[src/rtl/nand_seq_pkg.sv]
// Shared types and default timing for the NAND command/address sequencer.
package nand_seq_pkg;

  localparam int unsigned MAX_ADDR_BYTES = 5;
  localparam int unsigned DEF_TMR_W      = 10;
  localparam int unsigned DEF_T_CS       = 2;
  localparam int unsigned DEF_T_WP       = 3;
  localparam int unsigned DEF_T_WH       = 2;
  localparam int unsigned DEF_T_WB       = 5;
  localparam int unsigned DEF_T_RB_TO    = 1000;

  typedef enum logic [3:0] {
    ST_IDLE,
    ST_CS,
    ST_CMD_WP,
    ST_CMD_WH,
    ST_ADDR_WP,
    ST_ADDR_WH,
    ST_RB_WB,
    ST_RB_POLL,
    ST_DONE
  } seq_state_e;

  typedef struct packed {
    logic ce_n;
    logic cle;
    logic ale;
    logic we_n;
    logic dq_oe;
  } pin_ctl_t;

  localparam pin_ctl_t PIN_CTL_IDLE = '{ce_n: 1'b1, cle: 1'b0, ale: 1'b0, we_n: 1'b1, dq_oe: 1'b0};

  function automatic logic [2:0] clamp_cnt(input logic [2:0] cnt);
    return (cnt > 3'(MAX_ADDR_BYTES)) ? 3'(MAX_ADDR_BYTES) : cnt;
  endfunction

endpackage

[src/rtl/nand_rb_sync.sv]
// Two-flop synchronizer for the device R/B# pin; resets to ready.
module nand_rb_sync (
  input  logic clk_i,
  input  logic rst_i,
  input  logic rb_n_i,
  output logic rb_n_o
);

  logic meta_q;
  logic sync_q;

  always_ff @(posedge clk_i or posedge rst_i) begin
    if (rst_i) begin
      meta_q <= 1'b1;
      sync_q <= 1'b1;
    end else begin
      meta_q <= rb_n_i;
      sync_q <= meta_q;
    end
  end

  assign rb_n_o = sync_q;

endmodule

[src/rtl/nand_cmd_seq.sv]
// NAND command/address sequencer: one command byte, 0-5 address bytes, optional R/B# wait,
// with every phase width measured by the external shared timer.
module nand_cmd_seq
  import nand_seq_pkg::*;
#(
  parameter int unsigned TMR_W   = DEF_TMR_W,
  parameter int unsigned T_CS    = DEF_T_CS,
  parameter int unsigned T_WP    = DEF_T_WP,
  parameter int unsigned T_WH    = DEF_T_WH,
  parameter int unsigned T_WB    = DEF_T_WB,
  parameter int unsigned T_RB_TO = DEF_T_RB_TO
) (
  input  logic             cpld_50m_clk,
  input  logic             cpld_rst_50m,
  input  logic             op_start,
  input  logic [7:0]       op_cmd,
  input  logic [39:0]      op_addr,
  input  logic [2:0]       op_addr_cnt,
  input  logic             op_wait_rb,
  output logic             op_busy,
  output logic             op_done,
  output logic             op_err,
  output logic             nand_ce_n,
  output logic             nand_cle,
  output logic             nand_ale,
  output logic             nand_we_n,
  output logic [7:0]       nand_dq_out,
  output logic             nand_dq_oe,
  input  logic             nand_rb_n,
  output logic             tmr_en,
  output logic [TMR_W-1:0] tmr_dly,
  input  logic             tmr_timeout
);

  seq_state_e       state_q, state_d;
  logic [7:0]       cmd_q, cmd_d;
  logic [39:0]      addr_q, addr_d;
  logic [2:0]       cnt_q, cnt_d;
  logic [2:0]       idx_q, idx_d;
  logic             wait_q, wait_d;
  logic             err_q, err_d;

  pin_ctl_t         ctl_q, ctl_d;
  logic [7:0]       dq_q, dq_d;
  logic             busy_q, busy_d;
  logic             done_q, done_d;
  logic             en_q, en_d;
  logic             en_prev_q;
  logic [TMR_W-1:0] dly_q, dly_d;

  logic             rb_ready;
  logic             phase_end;
  seq_state_e       after_bytes;

  nand_rb_sync u_rb_sync (
    .clk_i  (cpld_50m_clk),
    .rst_i  (cpld_rst_50m),
    .rb_n_i (nand_rb_n),
    .rb_n_o (rb_ready)
  );

  // A timeout only counts once the timer has been running, so a stale expiry is never taken.
  assign phase_end   = tmr_timeout && en_q && en_prev_q;
  assign after_bytes = wait_q ? ST_RB_WB : ST_DONE;

  always_ff @(posedge cpld_50m_clk or posedge cpld_rst_50m) begin
    if (cpld_rst_50m) begin
      state_q <= ST_IDLE;
      cmd_q   <= '0;
      addr_q  <= '0;
      cnt_q   <= '0;
      idx_q   <= '0;
      wait_q  <= 1'b0;
      err_q   <= 1'b0;
    end else begin
      state_q <= state_d;
      cmd_q   <= cmd_d;
      addr_q  <= addr_d;
      cnt_q   <= cnt_d;
      idx_q   <= idx_d;
      wait_q  <= wait_d;
      err_q   <= err_d;
    end
  end

  always_comb begin
    state_d = state_q;
    cmd_d   = cmd_q;
    addr_d  = addr_q;
    cnt_d   = cnt_q;
    idx_d   = idx_q;
    wait_d  = wait_q;
    err_d   = err_q;
    case (state_q)
      ST_IDLE: begin
        if (op_start) begin
          cmd_d   = op_cmd;
          addr_d  = op_addr;
          cnt_d   = clamp_cnt(op_addr_cnt);
          wait_d  = op_wait_rb;
          idx_d   = '0;
          err_d   = 1'b0;
          state_d = ST_CS;
        end
      end
      ST_CS:      if (phase_end) state_d = ST_CMD_WP;
      ST_CMD_WP:  if (phase_end) state_d = ST_CMD_WH;
      ST_CMD_WH:  if (phase_end) state_d = (cnt_q != 3'd0) ? ST_ADDR_WP : after_bytes;
      ST_ADDR_WP: if (phase_end) state_d = ST_ADDR_WH;
      ST_ADDR_WH: begin
        if (phase_end) begin
          if (idx_q == 3'(cnt_q - 3'd1)) begin
            state_d = after_bytes;
          end else begin
            idx_d   = 3'(idx_q + 3'd1);
            state_d = ST_ADDR_WP;
          end
        end
      end
      ST_RB_WB:   if (phase_end) state_d = ST_RB_POLL;
      ST_RB_POLL: begin
        if (rb_ready) begin
          err_d   = 1'b0;
          state_d = ST_DONE;
        end else if (phase_end) begin
          err_d   = 1'b1;
          state_d = ST_DONE;
        end
      end
      ST_DONE:    state_d = ST_IDLE;
      default:    state_d = ST_IDLE;
    endcase
  end

  // Pin and timer values are decoded from the upcoming state so they register alongside it.
  always_comb begin
    logic timed;
    timed  = 1'b0;
    ctl_d  = PIN_CTL_IDLE;
    dq_d   = '0;
    busy_d = 1'b0;
    done_d = 1'b0;
    dly_d  = dly_q;
    case (state_d)
      ST_CS: begin
        ctl_d.ce_n = 1'b0;
        busy_d     = 1'b1;
        timed      = 1'b1;
        dly_d      = TMR_W'(T_CS);
      end
      ST_CMD_WP, ST_CMD_WH: begin
        ctl_d.ce_n  = 1'b0;
        ctl_d.cle   = 1'b1;
        ctl_d.dq_oe = 1'b1;
        ctl_d.we_n  = (state_d == ST_CMD_WH);
        dq_d        = cmd_d;
        busy_d      = 1'b1;
        timed       = 1'b1;
        dly_d       = (state_d == ST_CMD_WP) ? TMR_W'(T_WP) : TMR_W'(T_WH);
      end
      ST_ADDR_WP, ST_ADDR_WH: begin
        ctl_d.ce_n  = 1'b0;
        ctl_d.ale   = 1'b1;
        ctl_d.dq_oe = 1'b1;
        ctl_d.we_n  = (state_d == ST_ADDR_WH);
        dq_d        = addr_d[{idx_d, 3'b000} +: 8];
        busy_d      = 1'b1;
        timed       = 1'b1;
        dly_d       = (state_d == ST_ADDR_WP) ? TMR_W'(T_WP) : TMR_W'(T_WH);
      end
      ST_RB_WB, ST_RB_POLL: begin
        ctl_d.ce_n = 1'b0;
        busy_d     = 1'b1;
        timed      = 1'b1;
        dly_d      = (state_d == ST_RB_WB) ? TMR_W'(T_WB) : TMR_W'(T_RB_TO);
      end
      ST_DONE:  done_d = 1'b1;
      default:  ;
    endcase
    en_d = timed && (state_d == state_q);
  end

  always_ff @(posedge cpld_50m_clk or posedge cpld_rst_50m) begin
    if (cpld_rst_50m) begin
      ctl_q     <= PIN_CTL_IDLE;
      dq_q      <= '0;
      busy_q    <= 1'b0;
      done_q    <= 1'b0;
      en_q      <= 1'b0;
      en_prev_q <= 1'b0;
      dly_q     <= '0;
    end else begin
      ctl_q     <= ctl_d;
      dq_q      <= dq_d;
      busy_q    <= busy_d;
      done_q    <= done_d;
      en_q      <= en_d;
      en_prev_q <= en_q;
      dly_q     <= dly_d;
    end
  end

  assign op_busy     = busy_q;
  assign op_done     = done_q;
  assign op_err      = err_q;
  assign nand_ce_n   = ctl_q.ce_n;
  assign nand_cle    = ctl_q.cle;
  assign nand_ale    = ctl_q.ale;
  assign nand_we_n   = ctl_q.we_n;
  assign nand_dq_oe  = ctl_q.dq_oe;
  assign nand_dq_out = dq_q;
  assign tmr_en      = en_q;
  assign tmr_dly     = dly_q;

endmodule

[config.mk]
export PLATFORM = sky130hd
export DESIGN_NAME = nand_cmd_seq
export DESIGN_NICKNAME = d
export VERILOG_FILES = /design/src/rtl/nand_seq_pkg.sv /design/src/rtl/nand_rb_sync.sv /design/src/rtl/nand_cmd_seq.sv
export SDC_FILE = /design/constraint.sdc
export NUM_CORES = 1
export LEC_CHECK = 0
export CAP_MARGIN = 20
export CORE_MARGIN = 4
export CORE_UTILIZATION = 54
export CTS_CLUSTER_SIZE = 8
export DETAILED_ROUTE_END_ITERATION = 16
export GPL_ROUTABILITY_DRIVEN = 0
export HOLD_SLACK_MARGIN = 0.06
export PLACE_DENSITY_LB_ADDON = 0.12
export SLEW_MARGIN = 30
export SYNTH_ARGS = -nofsm -noshare
export SYNTH_HDL_FRONTEND = slang
export SYNTH_SLANG_ARGS = --single-unit
[constraint.sdc]
create_clock -name cpld_50m_clk -period 8.6 [get_ports cpld_50m_clk]
set_input_delay 0.86 -clock cpld_50m_clk [delete_from_list [all_inputs] [get_ports cpld_50m_clk]]
set_output_delay 0.86 -clock cpld_50m_clk [all_outputs]
set_load 0.005 [all_outputs]
Yosys cells after proc, flatten, opt, wreduce, memory -nomap -nowiden. Index checks and enable logic that the tools add are counted.

Register bits: 89. Bits in latches: 0. Bits in writable memories: 0. ROM bits: 0. Bits of input ports: 57. Output and inout port bits: 27. Logic and storage cells: 93. Memories: 0.

Add/subtract/negate cells: 2. $mul: 0. Divide/modulo/power cells: 0. Order comparisons: 1. Eq/ne operators: 19. Shift-type cells: 1. Multiplexer cells: 37. Bitwise gates (word level): 0. Reductions and logical operators: 13.

Operators with widths (count): 2-to-1 mux 40 bit (2); 2-to-1 mux 4 bit (12); case mux 10 bit (4 select lines) (1); variable part select 40 x 7 -> 8 bit (1); equality test 4 x 3 -> 1 bit (second input constant) (8); case mux 4 bit (8 select lines) (1); equality test 4 x 2 -> 1 bit (second input constant) (4); 2-to-1 mux 8 bit (2); case mux 8 bit (2 select lines) (1); 2-to-1 mux 3 bit (4); 2-to-1 mux 1 bit (10); 2-to-1 mux 10 bit (1); equality test 4 x 1 -> 1 bit (second input constant) (2); OR reduction 7 bit (1); case mux 3 bit (2 select lines) (1); OR reduction 2 bit (3); equality test 4 bit (1); equality test 4 bit (second input constant) (1); logical NOT 4 bit (1); case mux 2 bit (2 select lines) (1); nonzero test 4 bit (1); adder 3 x 1 -> 3 bit (second input constant) (1); equality test 3 bit (1); greater-than comparator 3 bit (second input constant) (1); 9 further kinds (11).

Logic depth before layout (Yosys ltp). Gate-level depths: netlist of run 1.

Word-level depth: 9. Depth in mapped cells: 10. Depth with buffers taken out: 10.

Modules after synthesis. From an unflattened synthesis of run 1, not the netlist that was laid out.

Cell total of the unflattened synthesis: 414. Area, all modules: 4073.9 um^2.

Modules (own cells, without submodules): nand_cmd_seq (times used 1, cells each 411, area an instance 4017.6 um^2, seq. area each 2029.4 um^2); nand_rb_sync (times used 1, cells each 3, area an instance 56.3 um^2, seq. area each 52.6 um^2).

Least setup slack after synthesis of run 1. Ideal clock, no wire load.

Path type: reg-to-reg. Start: register cnt_q[0]. End: register dq_q[2], in the netlist nand_dq_out[2]. Library setup time: 0.134 ns. Data arrival time: 2.642 ns. Data required time: 8.466 ns. Path slack: 5.823 ns. Stages on the path, launching flop included: 11. Path buffers: 1. Period minus slack after synthesis: 2.777 ns. Path through: dfrtp_1 inv_1 ha_1 ha_1 xnor2_1 o311ai_2 mux2i_1 buf_6 mux2_2 a32oi_1 o211ai_1.

Longest elaborated chain between the ends: 8. Elaborated cells on any way between the ends: 19. Classes of those cells: 1 x add/sub; 5 x eq/ne; 1 x shift; 9 x mux; 3 x reduce/logical.

RTL lines: start: declaration (RTL line nand_cmd_seq.sv:38) `logic [2:0] cnt_q, cnt_d;`; start signal: assignment (RTL line nand_cmd_seq.sv:79) `cnt_q <= cnt_d;`; branches (longest 7 deep; another with subtractor 3 x 1 -> 3 bit); case mux 8 bit (2 select lines) * (RTL line nand_cmd_seq.sv:144) `case (state_d)`; named net dq_d[2] (RTL line nand_cmd_seq.sv:44) `logic [7:0] dq_q, dq_d;`; end signal: assignment (RTL line nand_cmd_seq.sv:194) `dq_q <= dq_d;`; end: declaration (RTL line nand_cmd_seq.sv:44).

Mark *: on every way through the listed nets, which the timed path passes. A chain may end at the register's enable or synchronous reset.

Final worst setup path of run 1.
Start: register cnt_q[0]. End: register dq_q[0], in the netlist nand_dq_out[0].

The elaborated chain is that of the path after synthesis.

==> flow_summary.toml, run 1 <==
[clock_tree]
post_cts_resized = 0
clock_latency_ns = 0.35
cts_buffers = 9
post_cts_buffers = 0
cts_tree = "done"
clk_pin_slew_ns = 0.08
htreeDepth = 3
cts-hold-fix-buffers = 0
clkSinkCount = 83
root_buffer = "clkbuf_8"
clk_path_buf_depth = 2

[synth]
netlist_instances = 336
syn_avg_cell_area_sq_um = 11.4
synth.largest_area_cell = "dfrtp_1"
synth-seq-area-share = 0.541
syn_nets = 396
yosys_warnings = 0
ys.flop_type = "dfrtp_1"
synth.distinct_cells = 52
ys_top_cells_by_area = "dfrtp_1 51%, mux2_2 12%, nand2_1 5.9%, mux2i_1 3.1%, dfstp_2 2.7%"
synth-edff-count = 0
syn_area_sq_um = 3850
synthArstFlopShare = 1.00
ys_ff_latch = 83
synth_top_area_share = 0.514

[worst_setup_path]
path_class = "register to register"
crit_fanout = 19
reg2reg_slack_ns = 5.44
crit_path_end_kind = "register"
cp-start-kind = "register"
crit_arrival_ns = 3.43
worst_ep_required_time_ns = 8.87

[sta]
fmax_mhz = 316
hold_viol_final = 0
slew_headroom = 0.478
rsz0062_at_grt = "false"
fin_ws_ns = 5.44
finalCritPeriodShare = 0.368
finalCriticalPeriod_ns = 3.16
maxSlewViolCount = 0
finClkSkew_ns = 0.00792
finalSetupViolations = 0
tns_ns = 0
worst_slew_pin_slew_ns = 0.781

[power]
p_int_mw = 1.01
power.density_nw_per_um2 = 312
power_frac_comb = 0.397
power.total_mw = 1.52
seq_power_share = 0.425
ir_drop_v = 0.000143
power.leakage_nw = 2.09
sw_frac_of_total = 0.337
power_frac_clock = 0.178
switching_power_uw = 512

[detailed_routing]
drtAntennaViolNets = 0
drc = 0
vias = 2774
wl_mm = 8.25
drt_iter0_markers = 162
firstDrtPassIters = 4
drt-wirelength-per-cell_um = 16.2
vias_per_cell = 5.44

[cells_and_area]
drive_gt1_frac = 0.174
area_growth_pct = 26.8
finalNetCount = 469
antennaDiodeCount = 0
nFillCells = 513

[die]
dieArea_sq_um = 8540
die_y_um = 92.4
coreArea_sq_um = 6870
die_w_um = 92.4
rows = 30
initial_core_util = 0.560
design.portCount = 84

[job]
cap_viol_max_count = 0

[placed_design]
post-place-ws_ns = 5.05
portBuffers = 82
hpwlAfterDp_mm = 5.75

[global_routing]
grt_pass1_vias = 2719
grtUsageTotal = 0.204
antenna_found_initial = 0
overflow = 0
grt.met3_usage = 0.0487
grt_pass1_wl_mm = 13.7
grt_max_degree = 84
met1_usage = 0.299
use_met2 = 0.294
busiest_layer = "met1"

[worst_hold_path]
hold_path_class = "register to register"

[run_status]
status = "complete, no violations"
[synth_stat cells, types with 3 or more instances]
master	count
mux2i_1	12
nand3b_1	9
o21ai_0	7
inv_1	10
dfrtp_1	79
buf_2	10
dfstp_2	4
nand3_1	10
a21boi_0	3
nor2_1	7
nor3_1	6
a32oi_1	8
o211ai_1	8
xnor2_1	4
nand2b_1	4
ha_1	3
a21oi_1	5
clkbuf_1	3
nand2_1	60
mux2_2	40
buf_4	7
[per-layer routing]
| metal | vias to the layer above | part of all wire | wire [um] |
|---|---|---|---|
| li1 | 1327 | - | - |
| met1 | 1351 | 0.47 | 3850 |
| met2 | 85 | 0.46 | 3760 |
| met3 | 11 | 0.064 | 527 |
| met4 | 0 | 0.014 | 119 |
| met5 | - | 0 | 0 |
[kinds of logic (layout without fill, tap and decap cells)]
family                     count (synthesis)  in the layout  share of synthesized area
xor gates and xnor gates                   4              4                    0.00911
AOI/OAI and AO/OA                         48             48                     0.0979
and+or+nand+nor                          112            112                      0.148
DFF                                       83             83                      0.541
buffers and inverters                     33            111                     0.0442
other                                      1              1                   0.000975
adders and majority gates                  3              3                    0.00976
muxes                                     52             52                      0.148
[critical path: stages (launching register included)]
cell and delay, ns:
dfrtp_1 0.38, inv_1 0.06, ha_1 0.19, ha_1 0.29, xnor2_1 0.36, nor4_1 0.15, o311ai_4 0.35, nor3b_4 0.68
nand2_1 0.33, o211ai_1 0.28
[final timing paths]
path | startpoint | to | depth (start not counted)
hold reg to reg | u_rb_sync.meta_q | u_rb_sync.rb_n_o | 0
min in group asynchronous | cpld_rst_50m | cnt_q[0] | 3
hold / removal | u_rb_sync.meta_q | u_rb_sync.rb_n_o | 0
setup reg to reg | cnt_q[0] | nand_dq_out[0] | 9
max in group asynchronous | cpld_rst_50m | cmd_q[6] | 3
setup / recovery | cnt_q[0] | nand_dq_out[0] | 9
[power groups by stage]
stage	Clock (mW)	Combinational (mW)	Sequential, mW
after global routing	0.293	0.674	0.666
after floorplan	0	0.432	0.619
final	0.270	0.604	0.646
after detailed placement	0	0.605	0.654
after CTS	0.274	0.609	0.646
after global placement	0	0.587	0.649
[cell type report]
class,count,area [sq um],area share
repair buffers,84,840,0.172
clock buffers,12,135,0.0277
inverters,11,42.5,0.00872
well taps,96,120,0.0246
flip-flops and latches,83,2080,0.427
clock inverters,4,51.3,0.0105
multi-input cells,220,1610,0.329
[layout by cell type (no fill, tap or decap), types with 2 or more instances in the layout]
| cell | instances |
|---|---|
| a32oi_1 | 8 |
| nand3_1 | 10 |
| o211ai_1 | 8 |
| mux2i_1 | 10 |
| o21ai_1 | 2 |
| mux2i_2 | 2 |
| nor4_1 | 2 |
| nand2b_1 | 4 |
| nand3b_1 | 9 |
| dfrtp_1 | 79 |
| nor3_1 | 6 |
| o21ai_0 | 7 |
| a21oi_1 | 5 |
| dfstp_2 | 4 |
| mux2_2 | 40 |
| nor2_1 | 7 |
| nand2_1 | 60 |
| inv_1 | 9 |
| a21boi_0 | 3 |
| clkbuf_8 | 9 |
| o31ai_1 | 2 |
| a31oi_1 | 2 |
| clkinv_2 | 2 |
| nor2b_1 | 2 |
| clkbuf_1 | 3 |
| ha_1 | 3 |
| xnor2_1 | 4 |
| clkdlybuf4s50_1 | 82 |
[sequential cells by signal (all words and copies together) (netlist names)]
signal / cells
addr_q: 40
cmd_q: 8
nand_dq_out: 8
state_q: 4
tmr_dly: 4
cnt_q: 3
idx_q: 3
en_prev_q: 1
nand_ale: 1
nand_ce_n: 1
nand_cle: 1
nand_dq_oe: 1
nand_we_n: 1
op_busy: 1
op_done: 1
op_err: 1
tmr_en: 1
u_rb_sync.meta_q: 1
u_rb_sync.rb_n_o: 1
wait_q: 1
[through the flow]
step           hold WS (ns)  cell area, sq um   util  instances
2_1_floorplan         0.345              3850      -        336
3_3_place_gp          0.346              4680  0.681        494
3_5_place_dp          0.347              4690  0.682        494
4_1_cts               0.358              4870  0.709        510
5_1_grt               0.366              4880  0.710        510
6_report              0.358              4880  0.710        510
Power figures use the tool's default switching activity.
==> inputs of run 2 (changes only) <==
--- a/config.mk
+++ b/config.mk
@@ -7,7 +7,7 @@
 export LEC_CHECK = 0
 export CAP_MARGIN = 20
 export CORE_MARGIN = 4
-export CORE_UTILIZATION = 54
+export CORE_UTILIZATION = 46
 export CTS_CLUSTER_SIZE = 8
 export DETAILED_ROUTE_END_ITERATION = 16
 export GPL_ROUTABILITY_DRIVEN = 0
==> constraint.sdc (replaced) <==
create_clock -name cpld_50m_clk -period 2.7 [get_ports cpld_50m_clk]
set_input_delay 0.27 -clock cpld_50m_clk [delete_from_list [all_inputs] [get_ports cpld_50m_clk]]
set_output_delay 0.27 -clock cpld_50m_clk [all_outputs]
set_load 0.005 [all_outputs]
==> run 2 against run 1 <==
Worst hold slack got worse by 0.050 ns. Global-route usage decreased by 1.4 points. Critical endpoint is now nand_we_n. First-iteration DRC count increased by 5.6%. Maximum frequency increased by 24%. Wire length up 6.2%. Sequential share of layout area fell by 2.5 points. Design area grew 6.2%. Worst setup slack lost 5.3 ns. Clock power grew to 3.5 times the previous value.
==> flow_summary.toml, run 2 (synthesis gave the netlist of run 1 again) <==
[run_status]
status = "complete, no violations"

[detailed_routing]
drtAntennaViolNets = 0
wl_mm = 8.77
drc = 0
drt_iter0_markers = 171
vias_per_cell = 5.24
firstDrtPassIters = 4
drt-wirelength-per-cell_um = 16.3
vias = 2822

[cells_and_area]
multiInputGateArea_sq_um = 1670
final_cell_mix = "82 x clkdlybuf4s50_1, 79 x dfrtp_1, 60 x nand2_1"
finalNetCount = 489
antennaDiodeCount = 0
drive_gt1_frac = 0.233
largest_register = "addr_q"
nFillCells = 669
largest_reg_flops = 40
final_common_cell = "clkdlybuf4s50_1"
final-seq-area_sq_um = 2080
area_growth_pct = 34.6

[worst_setup_path]
cp-start-kind = "register"
crit_fanout = 15
cp.buffers_inverters = 2
slowest_stage = "o41a_1"
crit_chain = "inv_2 -> ha_4 -> ha_4 -> xnor2_4 -> o41a_1 -> o221ai_2 -> nor3b_4 -> buf_4 -> or2_2 -> o31ai_1"
worst-path-stages = 10
crit_arrival_ns = 2.82
worst_ep_required_time_ns = 2.98
crit_top_cell = "ha_4"
reg2reg_depth = 10
path_class = "register to register"
crit_family = "compound AO/OA/AOI/OAI gates"
crit_path_end_kind = "register"
slowest_delay_ns = 0.43

[placed_design]
post-place-ws_ns = -0.0877
portBuffers = 82
hpwlAfterDp_mm = 6.30

[die]
dieArea_sq_um = 9890
die_y_um = 99.4
initial_core_util = 0.470
rows = 33
die_w_um = 99.4
coreArea_sq_um = 8180
design.portCount = 84

[clock_tree]
clk_pin_slew_ns = 0.09
htreeDepth = 3
cts_tree = "done"
root_buffer = "clkbuf_8"
cts_buffers = 9
clk_path_buf_depth = 2
clock_latency_ns = 0.37
clkSinkCount = 83
cts-hold-fix-buffers = 0

[power]
power.total_mw = 5.20
power.leakage_nw = 2.26
power.density_nw_per_um2 = 1000
ir_drop_v = 0.000404

[sta]
hold_viol_final = 0
finalSetupViolations = 0
fin_ws_ns = 0.157
finalCritPeriodShare = 0.942
slew_headroom = 0.671
maxSlewViolCount = 0
finClkSkew_ns = 0.0133
fmax_mhz = 393
rsz0062_at_grt = "false"
worst_slew_pin_slew_ns = 0.488
finalCriticalPeriod_ns = 2.54

[global_routing]
overflow = 0
grt_max_degree = 84
grt_pass1_wl_mm = 14.6
grt_pass1_vias = 2808
grtUsageTotal = 0.189
antenna_found_initial = 0

[job]
cap_viol_max_count = 0

[worst_hold_path]
whs_path_depth = 1
hold_path_class = "input pin to register"
run 2: cell types whose count changed in the layout (fill, tap and decap cells not counted), sizes merged:
cell	before	now
buf	2	21
bufbuf	0	1
clkbuf	12	9
clkinv	3	2
clkinvlp	1	0
inv	10	15
run 2: final cells by class:
type / instances / area share
Sequential cell: 83 / 0.402
Clock buffer: 9 / 0.0239
Clock inverter: 7 / 0.0157
Multi-Input combinational cell: 220 / 0.322
Timing Repair Buffer: 104 / 0.202
Inverter: 11 / 0.00821
Tap cell: 105 / 0.0254
run 2: worst register-to-register path, cell delays in order (launching register included):
cell and delay, ns:
dfrtp_1 0.36, inv_2 0.06, ha_4 0.15, ha_4 0.23, xnor2_4 0.17, o41a_1 0.43, o221ai_2 0.34, nor3b_4 0.11
buf_4 0.21, or2_2 0.32, o31ai_1 0.08
run 2: path summary, 6_finish.rpt:
check	from	to	slack, ns
setup / recovery	cnt_q[0]	nand_we_n	0.16
hold / removal	nand_rb_n	u_rb_sync.meta_q	0.31
setup reg to reg	cnt_q[0]	nand_we_n	0.16
hold reg to reg	u_rb_sync.meta_q	u_rb_sync.rb_n_o	0.36
max in group asynchronous	cpld_rst_50m	u_rb_sync.meta_q	2.03
min in group asynchronous	cpld_rst_50m	addr_q[14]	0.33
run 2: per-stage QoR:
| stage | hold slack [ns] | area [sq um] | std cells | setup TNS [ns] | util |
|---|---|---|---|---|---|
| floorplan | 0.274 | 3850 | 336 | 0 | - |
| global placement | 0.346 | 4830 | 517 | 0 | 0.591 |
| detailed placement | 0.347 | 4830 | 517 | -0.585 | 0.591 |
| CTS | 0.303 | 5110 | 537 | 0 | 0.626 |
| global route | 0.294 | 5180 | 539 | 0 | 0.633 |
| finish | 0.309 | 5180 | 539 | 0 | 0.633 |
run 2: report_power, final:
group | internal (mW) | leakage, nW | switching [mW] | total, mW
Sequential | 1.79 | 1.00 | 0.187 | 1.98
Clock | 0.446 | 0.107 | 0.494 | 0.940
Combinational | 1.18 | 1.15 | 1.10 | 2.28
run 2: per-layer routing:
metal / global-route usage / routed length, um / up-vias
met3: 0.0505 / 522 / 6
met2: 0.272 / 3960 / 98
met5: 0 / 0 / -
met1: 0.282 / 4190 / 1344
li1: - / - / 1374
met4: 0.0546 / 101 / 0
run 2: timing repair:
| item | CTS | global route |
|---|---|---|
| pin swaps | 2 | 2 |
| setup buffers | 3 | 2 |
| gates resized for setup | 3 | 9 |
| endpoints found under the hold margin | 0 | 0 |
| endpoints found under the setup margin | 8 | 10 |
| gates cloned | 1 | 0 |
